[src/rtl/overture_imem_responder_if.sv]
// Handshake bundle between the program loader / CPU fetch port (master)
// and the instruction-memory responder (slave).
interface overture_imem_responder_if #(
  parameter int ADDR_W = 8
);
  logic              load_start;
  logic              load_valid;
  logic [7:0]        load_data;
  logic              load_last;
  logic              load_ready;
  logic              load_ovf;
  logic              fetch_req;
  logic [ADDR_W-1:0] fetch_addr;
  logic              fetch_ready;
  logic              fetch_valid;
  logic [7:0]        fetch_instr;
  logic [ADDR_W-1:0] prog_len;

  modport master (
    output load_start, load_valid, load_data, load_last,
    output fetch_req, fetch_addr,
    input  load_ready, load_ovf, fetch_ready, fetch_valid, fetch_instr, prog_len
  );

  modport slave (
    input  load_start, load_valid, load_data, load_last,
    input  fetch_req, fetch_addr,
    output load_ready, load_ovf, fetch_ready, fetch_valid, fetch_instr, prog_len
  );
endinterface

[src/rtl/overture_imem_responder.sv]
// Instruction-memory responder for Overture-style 8-bit CPUs.
// A program is streamed in byte by byte, then CPU fetches are answered one
// cycle after acceptance. Fetches beyond the loaded program return HALT (C0).
// Optional feature macro: OVERTURE_IMEM_WRAP_EN -- out-of-range fetches wrap
// modulo the program length so the loaded program loops.
module overture_imem_responder #(
  parameter int DEPTH  = 64,
  parameter int ADDR_W = 8
) (
  input logic                     clk,
  input logic                     reset,
  overture_imem_responder_if.slave bus
);

  localparam int IDX_W  = (DEPTH > 1) ? $clog2(DEPTH) : 1;
  localparam int WPTR_W = ADDR_W + 1;
  localparam logic [7:0] HALT = 8'hC0;

  typedef enum logic [1:0] {
    EMPTY   = 2'd0,
    LOADING = 2'd1,
    READY   = 2'd2
  } state_t;

  state_t            state;
  logic [WPTR_W-1:0] wptr;
  logic [ADDR_W-1:0] prog_len;
  logic              load_ovf;
  logic              fetch_valid;
  logic [7:0]        fetch_instr;
  logic [7:0]        mem [DEPTH];

  logic              load_ready;
  logic              fetch_ready;
  logic              beat_accept;
  logic              fetch_accept;
  logic              last_slot;
  logic [7:0]        lookup;

  // A load_start cycle never accepts a beat: it only restarts the load.
  assign load_ready   = (state == LOADING) && (wptr < WPTR_W'(DEPTH));
  assign fetch_ready  = (state != LOADING);
  assign beat_accept  = bus.load_valid && load_ready && !bus.load_start;
  assign fetch_accept = bus.fetch_req && fetch_ready;
  assign last_slot    = (wptr == WPTR_W'(DEPTH - 1));

`ifdef OVERTURE_IMEM_WRAP_EN
  logic [ADDR_W-1:0] wrap_addr;
  assign wrap_addr = (prog_len != '0) ? (bus.fetch_addr % prog_len) : '0;
`endif

  // Instruction lookup for the address currently presented on the fetch port.
  always_comb begin
    lookup = HALT;
    if (bus.fetch_addr < prog_len) begin
      lookup = mem[bus.fetch_addr[IDX_W-1:0]];
    end
`ifdef OVERTURE_IMEM_WRAP_EN
    else if (prog_len != '0) begin
      lookup = mem[wrap_addr[IDX_W-1:0]];
    end
`endif
  end

  // Program storage; intentionally not reset since prog_len gates all reads.
  always_ff @(posedge clk) begin
    if (beat_accept) begin
      mem[wptr[IDX_W-1:0]] <= bus.load_data;
    end
  end

  // Control FSM plus the registered load bookkeeping and fetch response.
  always_ff @(posedge clk or posedge reset) begin
    if (reset) begin
      state       <= EMPTY;
      wptr        <= '0;
      prog_len    <= '0;
      load_ovf    <= 1'b0;
      fetch_valid <= 1'b0;
      fetch_instr <= 8'h00;
    end else begin
      fetch_valid <= fetch_accept;
      if (fetch_accept) begin
        fetch_instr <= lookup;
      end

      if (bus.load_start) begin
        state    <= LOADING;
        wptr     <= '0;
        prog_len <= '0;
        load_ovf <= 1'b0;
      end else if (beat_accept) begin
        wptr     <= wptr + WPTR_W'(1);
        prog_len <= ADDR_W'(wptr + WPTR_W'(1));
        if (bus.load_last) begin
          state <= READY;
        end else if (last_slot) begin
          state    <= READY;
          load_ovf <= 1'b1;
        end
      end
    end
  end

  assign bus.load_ready  = load_ready;
  assign bus.load_ovf    = load_ovf;
  assign bus.fetch_ready = fetch_ready;
  assign bus.fetch_valid = fetch_valid;
  assign bus.fetch_instr = fetch_instr;
  assign bus.prog_len    = prog_len;

endmodule

[src/flat_wrapper.sv]
// flat-port wrapper written by rule: the top's interface ports become plain ports
module overture_imem_responder_flat 
#(
  parameter int DEPTH  = 64,
  parameter int ADDR_W = 8
)
  (clk, reset, bus_load_start, bus_load_valid, bus_load_data, bus_load_last, bus_fetch_req, bus_fetch_addr, bus_load_ready, bus_load_ovf, bus_fetch_ready, bus_fetch_valid, bus_fetch_instr, bus_prog_len);
  overture_imem_responder_if #(.ADDR_W(ADDR_W)) bus_i ();
  input logic clk;
  input logic reset;
  input wire logic [$bits(bus_i.load_start)-1:0] bus_load_start;
  input wire logic [$bits(bus_i.load_valid)-1:0] bus_load_valid;
  input wire logic [$bits(bus_i.load_data)-1:0] bus_load_data;
  input wire logic [$bits(bus_i.load_last)-1:0] bus_load_last;
  input wire logic [$bits(bus_i.fetch_req)-1:0] bus_fetch_req;
  input wire logic [$bits(bus_i.fetch_addr)-1:0] bus_fetch_addr;
  output wire logic [$bits(bus_i.load_ready)-1:0] bus_load_ready;
  output wire logic [$bits(bus_i.load_ovf)-1:0] bus_load_ovf;
  output wire logic [$bits(bus_i.fetch_ready)-1:0] bus_fetch_ready;
  output wire logic [$bits(bus_i.fetch_valid)-1:0] bus_fetch_valid;
  output wire logic [$bits(bus_i.fetch_instr)-1:0] bus_fetch_instr;
  output wire logic [$bits(bus_i.prog_len)-1:0] bus_prog_len;
  assign bus_i.load_start = bus_load_start;
  assign bus_i.load_valid = bus_load_valid;
  assign bus_i.load_data = bus_load_data;
  assign bus_i.load_last = bus_load_last;
  assign bus_i.fetch_req = bus_fetch_req;
  assign bus_i.fetch_addr = bus_fetch_addr;
  assign bus_load_ready = bus_i.load_ready;
  assign bus_load_ovf = bus_i.load_ovf;
  assign bus_fetch_ready = bus_i.fetch_ready;
  assign bus_fetch_valid = bus_i.fetch_valid;
  assign bus_fetch_instr = bus_i.fetch_instr;
  assign bus_prog_len = bus_i.prog_len;
  overture_imem_responder #(.DEPTH(DEPTH), .ADDR_W(ADDR_W)) u_core (.clk(clk), .reset(reset), .bus(bus_i));
endmodule
[config.mk]
export PLATFORM = sky130hd
export DESIGN_NAME = overture_imem_responder_flat
export DESIGN_NICKNAME = d
export VERILOG_FILES = /design/src/rtl/overture_imem_responder_if.sv /design/src/rtl/overture_imem_responder.sv /design/src/flat_wrapper.sv
export SDC_FILE = /design/constraint.sdc
export NUM_CORES = 1
export LEC_CHECK = 0
export BUFFER_PORTS_ARGS = -buffer_cell sky130_fd_sc_hd__clkbuf_2
export CAP_MARGIN = 0
export CELL_PAD_IN_SITES_DETAIL_PLACEMENT = 1
export CELL_PAD_IN_SITES_GLOBAL_PLACEMENT = 2
export CORE_MARGIN = 2
export CORE_UTILIZATION = 44
export CTS_CLUSTER_SIZE = 10
export DETAILED_ROUTE_END_ITERATION = 12
export PLACE_DENSITY = 0.79
export SKIP_LAST_GASP = 1
export SLEW_MARGIN = 20
export SYNTH_ARGS = -nofsm -noshare
export SYNTH_HDL_FRONTEND = slang
export SYNTH_SLANG_ARGS = --single-unit
export TNS_END_PERCENT = 20
[constraint.sdc]
create_clock -name clk -period 2.18 [get_ports clk]
set_input_delay 0.327 -clock clk [delete_from_list [all_inputs] [get_ports clk]]
set_output_delay 0.327 -clock clk [all_outputs]
set_load 0.1 [all_outputs]
; Word-level counts from Yosys, hierarchy flattened
; Memory sizes are Yosys's and may differ from the RTL's.
; Cells that the tools add are included.
[totals]
register_bits = 29
ramBits = 512
word_cells = 39
n_memories = 1
[mem_list]
columns = memory, depth, word_bits, read_ports, rd_clocked_by_memory_dff, write_ports, line
row1 = u_core.mem, 64, 8, 1, 0, 1, overture_imem_responder.sv:31  ; logic [7:0] mem [DEPTH];
[classes]
addsub = 1
n_lt_le_gt_ge = 2
eq_ne = 4
n_mux = 15
reduce_logical = 10
[ops]
columns = cell, count
row1 = $mux 8, 3
row2 = $mux 9, 2
row3 = $add 9x1->9 const B, 1
row4 = $eq 9x6->1 const B, 1
row5 = $lt 9x7->1 const B, 1
row6 = $lt 8x8->1, 1
row7 = $mux 2, 4
row8 = $mux 1, 6
row9 = $logic_and 1x1->1, 4
row10 = $reduce_bool 2->1, 2
row11 = $reduce_and 3->1, 1
row12 = $reduce_bool 3->1, 1
row13 = $eq 2x1->1 const B, 1
row14 = $ne 2x1->1 const B, 1
row15 = $ne 2x2->1 const B, 1
row16 = $reduce_and 2->1, 1
row17 = $logic_not 1->1, 1

; Logic depth before layout (Yosys ltp)
[logic_depth]
word_depth = 6
ltp_mapped = 10
ltp_nobuf = 7

; Least setup slack after synthesis
; OpenSTA, ideal clock, no wires.
[synth_path]
path_type = reg2reg
start = register, netlist name u_core.bus.prog_len[6]
end = memory u_core.mem[63][0] (enable)
setup_time_ns = 0.371
arrival_ns = 1.976
t_required_ns = 1.809
slack_ns = -0.166
stages_incl_launch_ff = 8
n_path_buf = 2
synth_period_minus_slack_ns = 2.346
cell_sequence = dfrtp_1 -> nor3_1 -> and3_1 -> buf_2 -> nand4_1 -> or2_1 -> clkbuf_1 -> nor2_1
[synth_lines]
columns = element, line
row1 = to (decl), overture_imem_responder.sv:31

; Worst setup path after layout
[layout_path]
start = register u_core.wptr[8]
end = output bus_load_ready
[layout_between]
elab_chain_len = 2
[layout_rtl]
columns = element, line
row1 = from (decl), overture_imem_responder.sv:26  ; logic [WPTR_W-1:0] wptr;
row2 = from (signal assigned), overture_imem_responder.sv:93  ; wptr <= wptr + WPTR_W'(1);
row3 = $lt 9x7->1, overture_imem_responder.sv:41  ; assign load_ready = (state == LOADING) && (wptr < WPTR_W'(DEPTH));
row4 = $logic_and 1x1->1, overture_imem_responder.sv:41
row5 = to (decl), flat_wrapper.sv:17  ; output wire logic [$bits(bus_i.load_ready)-1:0] bus_load_ready;
; Every way passes these cells.

==> results.sh <==
export IMPL_switching_share_pct=22.34
export IMPL_grt_pass1_wl_mm=85.35
export IMPL_pin_count=42
export IMPL_cts_sinks=533
export IMPL_p_int_mw=17.05
export IMPL_setup_viol=0
export IMPL_cp_max_fo=3
export IMPL_crit_cells=4
export IMPL_areaGrowthSynthToFinish_pct=20.49
export IMPL_drcViolationCount=0
export IMPL_ys_seq_elements=533
export IMPL_critPathLaunchType="register"
export IMPL_grt_pass1_vias=12420
export IMPL_drt_initial_drc_count=1114
export IMPL_crit_path_end_kind="output port"
export IMPL_gp_congestion=0.9121
export IMPL_netlist_instances=1073
export IMPL_h_tree_depth=2
export IMPL_maxSlewHeadroom_pct=33.42
export IMPL_endpoint="bus_load_ready"
export IMPL_tns_ps=0
export IMPL_cp_required_ps=1850
export IMPL_hold_path_class="in -> reg"
export IMPL_reg2regPathDepth=7
export IMPL_clockPowerShare_pct=41.8
export IMPL_finalInstanceArea_mm2=0.02555
export IMPL_cts_root_buf="clkbuf_16"
export IMPL_antenna_left=0
export IMPL_clk_pin_slew_ps=50
export IMPL_r2r_end="u_core.bus.fetch_instr[6]"
export IMPL_power_frac_seq_pct=51.4
export IMPL_syn_avg_cell_area_um2=19.76
export IMPL_cts_tree="yes"
export IMPL_drt_total_wl_mm=58.03
export IMPL_ys_types=54
export IMPL_reg2reg_slack_ps=50
export IMPL_clk_latency_ps=630
export IMPL_vias_per_cell=5.773
export IMPL_comb_power_share_pct=6.8
export IMPL_power_switching_mw=4.905
export IMPL_timing_critical_path_max_delay_family="simple AND/OR/NAND/NOR gates"
export IMPL_clock_path_buffers=3
export IMPL_yosys_warnings=0
export IMPL_antenna_found_initial=2
export IMPL_die_y_um=223.5
export IMPL_path_cells="nor3_4, buf_4, and2_1, buf_8"
export IMPL_irDropWorstVdd_uv=732.9
export IMPL_max_cap_violations=0
export IMPL_timing_fmax_mhz=467.5
export IMPL_tightestPinTransition_ps=997.6
export IMPL_critPathArrivalTime_ps=1810
export IMPL_dpl_cell_area_mm2=0.02364
export IMPL_synth_seq_area_share_pct=74.98
export IMPL_worstSetupPathType="reg -> out"
export IMPL_numCtsBuffers=60
export IMPL_synthesis_nets=1103
export IMPL_fp_dieW_um=223.5
export IMPL_cp_slowest_stage_delay_ps=410
export IMPL_power_leakage_nw=8.698
export IMPL_slowest_stage="dfrtp_1"
export IMPL_yosys_most_used_dff="edfxtp_1"
export IMPL_final_core_util_pct=53.63
export IMPL_outcome="completed"
export IMPL_crit_path_start="u_core.wptr[8]"
export IMPL_drt_first_pass_iters=5
export IMPL_p_per_area_mw_per_mm2=859.3
export IMPL_vias=11440
export IMPL_core_area_mm2=0.04765
export IMPL_portBuffers=41
export IMPL_worst_path_buf_inv=2
export IMPL_grt_overflow_total=0
export IMPL_skew_ps=21.41
export IMPL_fin_crit_ps=2139
export IMPL_synth_area_mm2=0.02121
export IMPL_grt_use_total_pct=23.78
export IMPL_hold_ws_ps=48.10
export IMPL_async_flop_share_pct=3.940
export IMPL_finalCritPeriodShare_pct=98.12
export IMPL_rsz0062_at_grt="yes"
export IMPL_start_util_pct=44.51
export IMPL_dp_hpwl_mm=38.23
export IMPL_slew_viol_final=0
export IMPL_holdPathStages=4
export IMPL_routedWlPerCell_um=29.28
export IMPL_num_nets_final=1354
export IMPL_rows=80
export IMPL_finalHoldViolCount=0
export IMPL_grt_max_degree=65
export IMPL_drive_gt1_share_pct=33.09
export IMPL_dieArea_mm2=0.04997
export IMPL_r2r_start="u_core.bus.prog_len[4]"
export IMPL_total_power_mw=21.96
export IMPL_synth_edf_count=512
==> how the worst min path moves through the flow <==
stage,from,endpoint,slack [ps]
after global routing,bus_load_last,u_core.bus.load_ovf,110
final,bus_load_last,u_core.bus.load_ovf,50
after global placement,u_core.bus.load_ovf,u_core.bus.load_ovf,480
after floorplan,reset,u_core.bus.fetch_instr[0],300
after detailed placement,u_core.state[1],u_core.state[1],500
after CTS,bus_load_last,u_core.bus.load_ovf,30
==> timing repair <==
action | 4_1_cts | 5_1_grt
gates resized for setup | 7 | 22
hold endpoints to repair | 21 | 0
setup endpoints to repair | 212 | 518
pin swaps | 1 | 7
hold buffers | 1 | 0
setup buffers | 2 | 2
==> routing by layer <==
| layer | vias up | share of wire [%] | global-route usage, % |
|---|---|---|---|
| met5 | - | 0 | 0 |
| met4 | 0 | 3.2 | 8.559 |
| met3 | 100 | 5.7 | 4.184 |
| met2 | 411 | 50 | 39.38 |
| met1 | 6059 | 41 | 31.90 |
| li1 | 4873 | - | - |
==> sequential cells by signal, indices dropped and copies added (netlist names) <==
| signal | flops |
|---|---|
| u_core.bus.prog_len | 7 |
| u_core.mem | 512 |
| u_core.bus.load_ovf | 1 |
| u_core.wptr | 2 |
| u_core.bus.fetch_instr | 8 |
| u_core.state | 2 |
| u_core.bus.fetch_valid | 1 |
==> synthesized netlist by cell type, types with 5 or more instances <==
cell type	count	area, um^2
nor3_1	12	60.06
dfrtp_1	21	525.5
mux4_2	102	2297
clkbuf_1	17	63.81
o22ai_1	12	75.07
a221oi_1	10	87.58
a21oi_1	8	40.04
xnor2_1	5	43.79
buf_2	9	45.04
inv_1	13	48.80
mux4_1	7	183.9
mux2i_1	61	610.6
nand3_1	13	65.06
nor2_1	93	349.1
mux2_2	11	123.9
a211oi_1	14	105.1
o21ai_0	11	55.05
buf_4	21	157.7
nand2_1	31	116.4
nor2b_1	10	62.56
edfxtp_1	512	15370
buf_6	8	90.09
nand2b_1	8	50.05
ha_1	8	100.1
==> cells in the final DEF (no fill, tap or decap), drive strengths merged, types with 2 or more instances in the layout <==
| cell type | synthesis | layout |
|---|---|---|
| o22ai | 12 | 12 |
| o2111ai | 4 | 4 |
| clkinv | 1 | 4 |
| and2 | 3 | 3 |
| nor2 | 93 | 93 |
| a21o | 2 | 2 |
| nand2 | 31 | 31 |
| ha | 8 | 8 |
| o2111a | 2 | 2 |
| or2 | 2 | 2 |
| and2b | 3 | 3 |
| mux4 | 109 | 109 |
| nor3 | 12 | 12 |
| xnor2 | 5 | 5 |
| a211oi | 14 | 14 |
| dfrtp | 21 | 21 |
| mux2 | 11 | 11 |
| buf | 43 | 210 |
| edfxtp | 512 | 512 |
| mux2i | 61 | 61 |
| a21oi | 8 | 8 |
| a22oi | 3 | 3 |
| a2111oi | 2 | 2 |
| o311ai | 2 | 2 |
| nand2b | 8 | 8 |
| nor2b | 10 | 10 |
| nand4 | 2 | 2 |
| a211o | 3 | 3 |
| o21ai | 14 | 14 |
| inv | 13 | 15 |
| nand3 | 13 | 13 |
| o311a | 2 | 2 |
| clkbuf | 17 | 136 |
| a221oi | 10 | 10 |
| o22a | 3 | 3 |
| o211ai | 4 | 4 |
==> cell families after synthesis <==
family                     after synthesis  share of synthesized area [%]
DFF                                    533                          74.98
and+or+nand+nor                        182                          3.788
muxes                                  181                          15.16
AOI/OAI and AO/OA                       90                          3.086
buffers and inverters                   74                          2.301
adders and majority gates                8                         0.4721
xor gates and xnor gates                 5                         0.2065
==> final cells by class <==
type | instances | area [um^2]
Fill cell | 4289 | 22090
Sequential cell | 533 | 15900
Multi-Input combinational cell | 466 | 4949
Timing Repair Buffer | 249 | 2146
Clock buffer | 98 | 1644
Tap cell | 615 | 769.5
Clock inverter | 6 | 87.58
Inverter | 14 | 52.55
Antenna cell | 1 | 2.502
==> power by group through the flow <==
stage | logic (mW) | registers [mW] | clock network (mW)
floorplan | 0.697 | 11.6 | 0
global placement | 1.42 | 11.5 | 0
detailed placement | 1.46 | 11.5 | 0
CTS | 1.48 | 11.3 | 9.32
global route | 1.57 | 11.3 | 9.71
finish | 1.49 | 11.3 | 9.18
==> tightest hold or removal path, stage by stage <==
cell and delay [ps]:
clkbuf_2 90, inv_1 40, a41oi_1 90, nor2_1 80
==> through the flow <==
stage	setup slack (ps)	std cells
after detailed placement	-287.2	1872
final	40.96	1982
after global routing	-60.51	1981
after CTS	-74.14	1979
after global placement	-282.4	1872
after floorplan	-3.291	1073
Power figures use the tool's default switching activity.
